<file path="src/rtl/pe_conv_writer.sv">
// Single-MAC sequencer for the 2x2 valid output of a 3x3 filter over a 4x4 image.
// One edge per tap, one store edge per window and one done edge: 42 cycles per run. start is ignored while busy.
module pe_conv_writer #(
   parameter int DATA_W   = 8,
   parameter int SATURATE = 0
) (
   input  logic                 clk,
   input  logic                 rst_pe,
   input  logic                 start,
   input  logic [16*DATA_W-1:0] img_flat,
   input  logic [9*DATA_W-1:0]  fil_flat,
   output logic                 busy,
   output logic                 done,
   output logic [DATA_W-1:0]    PE_result,
   output logic                 C11_PE,
   output logic                 C12_PE,
   output logic                 C21_PE,
   output logic                 C22_PE
);

   localparam int ACC_W = 2*DATA_W + 4;

   typedef enum logic [1:0] {IDLE, MAC, WR, FIN} state_t;

   state_t               state, state_n;
   logic [16*DATA_W-1:0] img_q;
   logic [9*DATA_W-1:0]  fil_q;
   logic [ACC_W-1:0]     acc, acc_n;
   logic [3:0]           k, k_n;
   logic [1:0]           win, win_n;
   logic                 busy_n, done_n, load;
   logic [3:0]           strb, strb_n;
   logic [DATA_W-1:0]    res_n, red;

   logic [1:0]           tap_i, tap_j, row, col;
   logic [3:0]           img_idx;
   logic [DATA_W-1:0]    a_op, b_op;
   logic [2*DATA_W-1:0]  prod;

   // Window origin comes from win: bit 1 selects the row offset, bit 0 the column offset.
   always_comb begin
      tap_i   = 2'(k / 4'd3);
      tap_j   = 2'(k % 4'd3);
      row     = {1'b0, win[1]} + tap_i;
      col     = {1'b0, win[0]} + tap_j;
      img_idx = {row, col};
      a_op    = img_q[DATA_W*img_idx +: DATA_W];
      b_op    = fil_q[DATA_W*k +: DATA_W];
      prod    = {{DATA_W{1'b0}}, a_op} * {{DATA_W{1'b0}}, b_op};
   end

   always_comb begin
      if ((SATURATE != 0) && (acc[ACC_W-1:DATA_W] != '0))
         red = '1;
      else
         red = acc[DATA_W-1:0];
   end

   always_comb begin
      state_n = state;
      acc_n   = acc;
      k_n     = k;
      win_n   = win;
      busy_n  = busy;
      done_n  = 1'b0;
      strb_n  = 4'b0000;
      res_n   = PE_result;
      load    = 1'b0;
      case (state)
         IDLE: begin
            if (start) begin
               load    = 1'b1;
               acc_n   = '0;
               k_n     = '0;
               win_n   = '0;
               busy_n  = 1'b1;
               state_n = MAC;
            end
         end
         MAC: begin
            acc_n = acc + {4'b0000, prod};
            if (k == 4'd8)
               state_n = WR;
            else
               k_n = k + 4'd1;
         end
         WR: begin
            res_n  = red;
            strb_n = 4'b0001 << win;
            acc_n  = '0;
            k_n    = '0;
            if (win != 2'd3) begin
               win_n   = win + 2'd1;
               state_n = MAC;
            end else begin
               state_n = FIN;
            end
         end
         FIN: begin
            busy_n  = 1'b0;
            done_n  = 1'b1;
            state_n = IDLE;
         end
         default: state_n = IDLE;
      endcase
   end

   always_ff @(posedge clk or posedge rst_pe) begin
      if (rst_pe) begin
         state     <= IDLE;
         img_q     <= '0;
         fil_q     <= '0;
         acc       <= '0;
         k         <= '0;
         win       <= '0;
         busy      <= 1'b0;
         done      <= 1'b0;
         strb      <= 4'b0000;
         PE_result <= '0;
      end else begin
         state     <= state_n;
         acc       <= acc_n;
         k         <= k_n;
         win       <= win_n;
         busy      <= busy_n;
         done      <= done_n;
         strb      <= strb_n;
         PE_result <= res_n;
         if (load) begin
            img_q <= img_flat;
            fil_q <= fil_flat;
         end
      end
   end

   assign C11_PE = strb[0];
   assign C12_PE = strb[1];
   assign C21_PE = strb[2];
   assign C22_PE = strb[3];

endmodule

</file>
<file path="config.mk">
export PLATFORM = sky130hd
export DESIGN_NAME = pe_conv_writer
export DESIGN_NICKNAME = d
export VERILOG_FILES = /design/src/rtl/pe_conv_writer.sv
export SDC_FILE = /design/constraint.sdc
export NUM_CORES = 1
export LEC_CHECK = 0
export CORE_MARGIN = 2
export CORE_UTILIZATION = 54
export CTS_CLUSTER_DIAMETER = 60
export DETAILED_ROUTE_END_ITERATION = 6
export PLACE_DENSITY = 0.81
export SETUP_SLACK_MARGIN = 0.1
export SYNTH_ARGS = -nofsm -noshare
export SYNTH_HDL_FRONTEND = slang
export SYNTH_SLANG_ARGS = --single-unit
</file>
<file path="constraint.sdc">
create_clock -name clk -period 11.6 [get_ports clk]
set_input_delay 2.32 -clock clk [delete_from_list [all_inputs] [get_ports clk]]
set_output_delay 2.32 -clock clk [all_outputs]
set_load 0.02 [all_outputs]
</file>
==> qor.yml <==
hold_viol_final: 0
placedCellCount: 1622
synth_nets: 1399
cts_buffers: 25
crit_required_ns: 12.07
synth-main-ff-cell: "dfrtp_1"
cts.sinks: 230
max_stage_delay_ns: 0.70
grt_pass1_vias: 9955
grt.overflow.total: 0
wl_met3_um: 2890
cts_hold_buf: 0
ant_nets: 0
crit_arrival_ns: 10.95
vias: 10000
worstSetupPathType: "reg2reg"
drt_iter0_markers: 728
cp-start-kind: "register"
reg2reg_to: "acc[7]$_DFFE_PP0P_"
ys_types: 74
drt-met1-wl_um: 13600
layout_min_cycle_time_ns: 10.48
grt_max_degree: 205
final-max-slew-violation-count: 0
fin_cells: 1667
syn_area_mm2: 0.0132
hpwlAfterDp_um: 23900
grt_pass1_wl_um: 53300
yosysWarnings: 0
status: "completed"
core-area_mm2: 0.0242
route.detailed.drc: 0
r2r_slack_ns: 1.12
cp-end-kind: "register"
finalSetupViolCount: 0
cts-root-buf: "clkbuf_16"
tightest_slew_ns: 1.27
chipWidth_um: 160
finalWirelength_um: 33700
start_util_pct: 54.7
hp-class: "reg2reg"
htree_num_levels: 1
drt_pass1_iterations: 7
syn_inst: 1149
antenna_found_initial: 3
max_freq_mhz: 95.4
insertion_delay_ns: 0.55
fin_crit_sh_pct: 90.3
place_congestion: 0.958
syn_avg_cell_area_um2: 11.5
synth_edf_count: 0
min_to: "PE_result[1]$_DFFE_PP0P_"
fillers: 1760
drv_cap: 0
fin_setup_tns_ns: 0
grt_usage_pct: 26.0
final_nets: 1575
r2r_cells: 36
post_cts_buffers: 0
rsz0062_at_grt: "no"
port_buffers: 216
top_layer_used: "met5"
cts_tree: "built"
synthArstFlopShare_pct: 100
cp_max_fo: 44
clk_pin_slew_ns: 0.06
fp.dieH_um: 160
slew_headroom_pct: 15.6
cts-resized-gates: 0
syn2layout_area_growth_pct: 23.4
ios: 217
ys_seq_area_share_pct: 43.5
cts_buffer_depth: 3
crit_path_frequent_cell: "xnor2_1"
post_drt_wl_per_cell_um: 20.2
wl_met2_um: 15900
timing.rr.start: "k[2]$_DFFE_PP0P_"
hold_start: "PE_result[1]$_DFFE_PP0P_"
fp-row-count: 57
slowest_stage: "ha_2"
hold_depth: 2
synth_seq_cells: 230
routed_via_density: 6.01
layout-drive-gt1-share_pct: 22.7
skew_ns: 0.00720
dieArea_mm2: 0.0257
## cell usage after synthesis (all sizes together), types with 19 or more instances
| master | n | area [µm²] |
|---|---|---|
| dfrtp | 230 | 5760 |
| nor3 | 21 | 105 |
| ha | 29 | 363 |
| clkbuf | 45 | 169 |
| nand2 | 106 | 400 |
| mux2i | 45 | 463 |
| a21oi | 29 | 156 |
| nor2 | 24 | 92.6 |
| a221oi | 22 | 199 |
| buf | 31 | 194 |
| o21ai | 55 | 275 |
| mux4 | 21 | 473 |
| mux2 | 217 | 2440 |
| a31oi | 19 | 119 |
| inv | 59 | 221 |
## stage by stage
| stage | area, µm² | util, % | hold slack (ns) | worst slack (ns) |
|---|---|---|---|---|
| 4_1_cts | 16300 | 67.4 | 0.483 | 1.20 |
| 6_report | 16300 | 67.4 | 0.475 | 1.12 |
| 3_3_place_gp | 15500 | 64.2 | 0.466 | 1.51 |
| 2_1_floorplan | 13200 | - | 0.473 | 2.28 |
| 5_1_grt | 16300 | 67.4 | 0.516 | 0.480 |
| 3_5_place_dp | 15500 | 64.2 | 0.470 | 1.21 |
## flip-flops by register name (all words and copies together), names as in the netlist
name,count
fil_q,72
PE_result,8
k,4
img_q,128
done,1
acc,8
state,2
strb,4
busy,1
win,2
## logic make-up (layout without fill, tap and decap cells)
| logic type | after synthesis | after routing | synth area share, % |
|---|---|---|---|
| AO/OA/AOI/OAI | 219 | 219 | 11.8 |
| XOR/XNOR | 21 | 21 | 1.64 |
| adder cells (fa/ha/maj) | 47 | 47 | 5.47 |
| buffers and inverters | 136 | 329 | 4.49 |
| flip-flops | 230 | 230 | 43.5 |
| multiplexers | 283 | 283 | 25.6 |
| other | 0 | 1 | 0 |
| AND/OR/NAND/NOR | 213 | 213 | 7.53 |
## layout make-up
class | instances | area (µm²) | area share [%]
multi-input cells | 783 | 6880 | 42.2
repair buffers | 225 | 2240 | 13.7
clock inverters | 8 | 66.3 | 0.407
clock buffers | 36 | 717 | 4.40
inverters | 60 | 238 | 1.46
flip-flops and latches | 230 | 5760 | 35.3
well taps | 324 | 405 | 2.49
diodes | 1 | 2.50 | 0.0153
## placed cells by master (no fill, tap or decap), types with 6 or more instances in the layout
cell type          n
a2111oi_0          6
fa_1              18
nor2_1            23
ha_1              27
clkdlybuf4s50_1  216
clkbuf_1           6
o221ai_1           8
nand2b_1           7
nand2_1          105
nor3_1            21
nand3_1           13
a31oi_1           19
o21ai_1            7
a21o_1             7
a221oi_1          21
clkbuf_16         25
dfrtp_1          230
mux2i_1           44
a21oi_1           28
and2_1            13
a22o_1            12
nor2b_1            9
buf_4              8
xnor2_1           17
o21ai_0           48
inv_1             57
o22ai_1           11
mux2_2           215
a22oi_1            8
mux4_2            21
## critical path, delay by kind of cell (launching register included)
kind | cells | cell delay (ns)
AOI/OAI and AO/OA | 8 | 2.67
DFF | 1 | 0.65
adders and majority gates | 10 | 3.80
buffers and inverters | 6 | 0.99
xor gates and xnor gates | 7 | 1.18
and+or+nand+nor | 3 | 0.65
muxes | 2 | 0.43
## how the worst max path moves through the flow
stage,start,to,slack (ns),depth (start not counted)
4_1_cts,k[2]$_DFFE_PP0P_,acc[7]$_DFFE_PP0P_,1.20,36
6_report,k[2]$_DFFE_PP0P_,acc[7]$_DFFE_PP0P_,1.12,36
3_5_place_dp,k[2]$_DFFE_PP0P_,acc[7]$_DFFE_PP0P_,1.21,36
5_1_grt,k[2]$_DFFE_PP0P_,acc[7]$_DFFE_PP0P_,0.48,37
3_3_place_gp,k[2]$_DFFE_PP0P_,acc[7]$_DFFE_PP0P_,1.51,36
2_1_floorplan,k[0]$_DFFE_PP0P_,acc[7]$_DFFE_PP0P_,2.28,46
## layer usage
layer	track usage, %	vias to the layer above
li1	-	4548
met3	6.53	89
met4	8.97	4
met2	42.1	436
met1	34.2	4937
met5	0	-
Power is not shown: default switching activity piles up to over one toggle a cycle in this logic, so the estimate is an artifact.
==> edit (same flow settings) <==
Remove the register `done`: a continuous assignment takes its place, so the output `done` follows one clock earlier. Comments in the files are not updated.
--- a/src/rtl/pe_conv_writer.sv
+++ b/src/rtl/pe_conv_writer.sv
@@ -114,7 +114,6 @@
          k         <= '0;
          win       <= '0;
          busy      <= 1'b0;
-         done      <= 1'b0;
          strb      <= 4'b0000;
          PE_result <= '0;
       end else begin
@@ -123,7 +122,6 @@
          k         <= k_n;
          win       <= win_n;
          busy      <= busy_n;
-         done      <= done_n;
          strb      <= strb_n;
          PE_result <= res_n;
          if (load) begin
@@ -133,6 +131,8 @@
       end
    end
 
+   assign done = done_n;
+
    assign C11_PE = strb[0];
    assign C12_PE = strb[1];
    assign C21_PE = strb[2];
Function: no difference found for any inputs over 10 cycles, from zero or initial values and one cycle with rst_pe high; that may be too few to reach the edited logic, so the function may still have changed.
==> edit against the unedited design <==
Area after synthesis shrank 0.19%. Maximum frequency shrank 0.39%. Wire length shrank 0.86%. Critical endpoint unchanged. Sequential cell count shrank 1. Die area shrank 0.19%. Worst setup slack lost 41 ps. Critical path type unchanged. Cell area grew 0.75%.
Power is not shown: default switching activity piles up to over one toggle a cycle in this logic, so the estimate is an artifact.
==> edit: results (changes against the unedited design) <==
* Starting DRC count in detailed routing at 684 (-6.0%)
* CLK BUF at 34 (-5.6%)
* Share of layout cells above drive strength 1 at 23.0% (+0.36 points)
* Global-route wire length before repair at 53900 µm (+1.2%)
* Clk_skew at 32.3 ps (+25.1 ps)
* Vias per cell at 5.94 (-1.1%)
* Dpl hpwl at 23500 µm (-1.9%)
* Antenna diodes at 0 (-1)
* Slew headroom at 12.6% (-3.0 points)
* Worst path max stage delay at 910 ps (+210 ps)
* FF-to-FF setup slack at 1080 ps (-40 ps)
* # clock sinks at 229 (-0.43%)
* Cts bufs inserted at 26 (+4.0%)
* Beginning of the worst hold path: PE_result[2]
* Fraction of area in multi-input gates at 41.9% (-0.31 points)
* Arrival time worst endpoint at 10990 ps (+40 ps)
* Commonest cells post-synth: 229 x dfrtp_1, 215 x mux2_2, 105 x nand2_1, 58 x inv_1, 48 x o21ai_0
* Syn_nets at 1398 (-0.071%)
* Sequential element share of the synthesized area at 43.4% (-0.11 points)
* Routability Congestion at 0.960 (+0.21%)
* Clock network area share at 5.68% (+0.88 points)
* WL final at 33400 µm (-0.86%)
* Total global-route track usage at 26.3% (+0.32 points)
* Synth area leaders: dfrtp_1 43%, mux2_2 18%, mux4_2 3.6%
* Fill cells at 1773 (+0.74%)
* Hold path endpoint: PE_result[2]
* Largest fanout on the critical path at 40 (-9.1%)
* Outcome: finished, final reports clean
* Buffering overhead at 13.6% (-0.10 points)
* DR pass1 iterations at 6 (-1)
* Vias in the first global route at 10221 (+2.7%)
==> edit: logic make-up after synthesis <==
group,after synthesis,share of synthesized area (%)
AOI/OAI and AO/OA,219,11.8
xor gates and xnor gates,21,1.64
adders and majority gates,47,5.48
buffers and inverters,136,4.49
DFF,229,43.4
muxes,283,25.6
and+or+nand+nor,213,7.55
==> edit: per-stage QoR <==
step | util [%] | cells | worst slack, ps | instance area (µm²) | hold slack, ps
2_1_floorplan | - | 1148 | 2280 | 13200 | 473
3_3_place_gp | 64.1 | 1621 | 1410 | 15500 | 465
3_5_place_dp | 64.1 | 1621 | 1130 | 15500 | 462
4_1_cts | 68.0 | 1667 | 1150 | 16400 | 476
5_1_grt | 68.0 | 1667 | 313 | 16400 | 507
6_report | 68.0 | 1667 | 1080 | 16400 | 473
==> edit: metal layers <==
metal	vias up	wire length, µm	GRT usage (%)	share of wire (%)
met5	-	0	0	0
met1	4886	13600	34.1	41
li1	4540	-	-	-
met2	395	15600	42.6	47
met4	0	1300	9.62	3.9
met3	87	2870	7.18	8.6
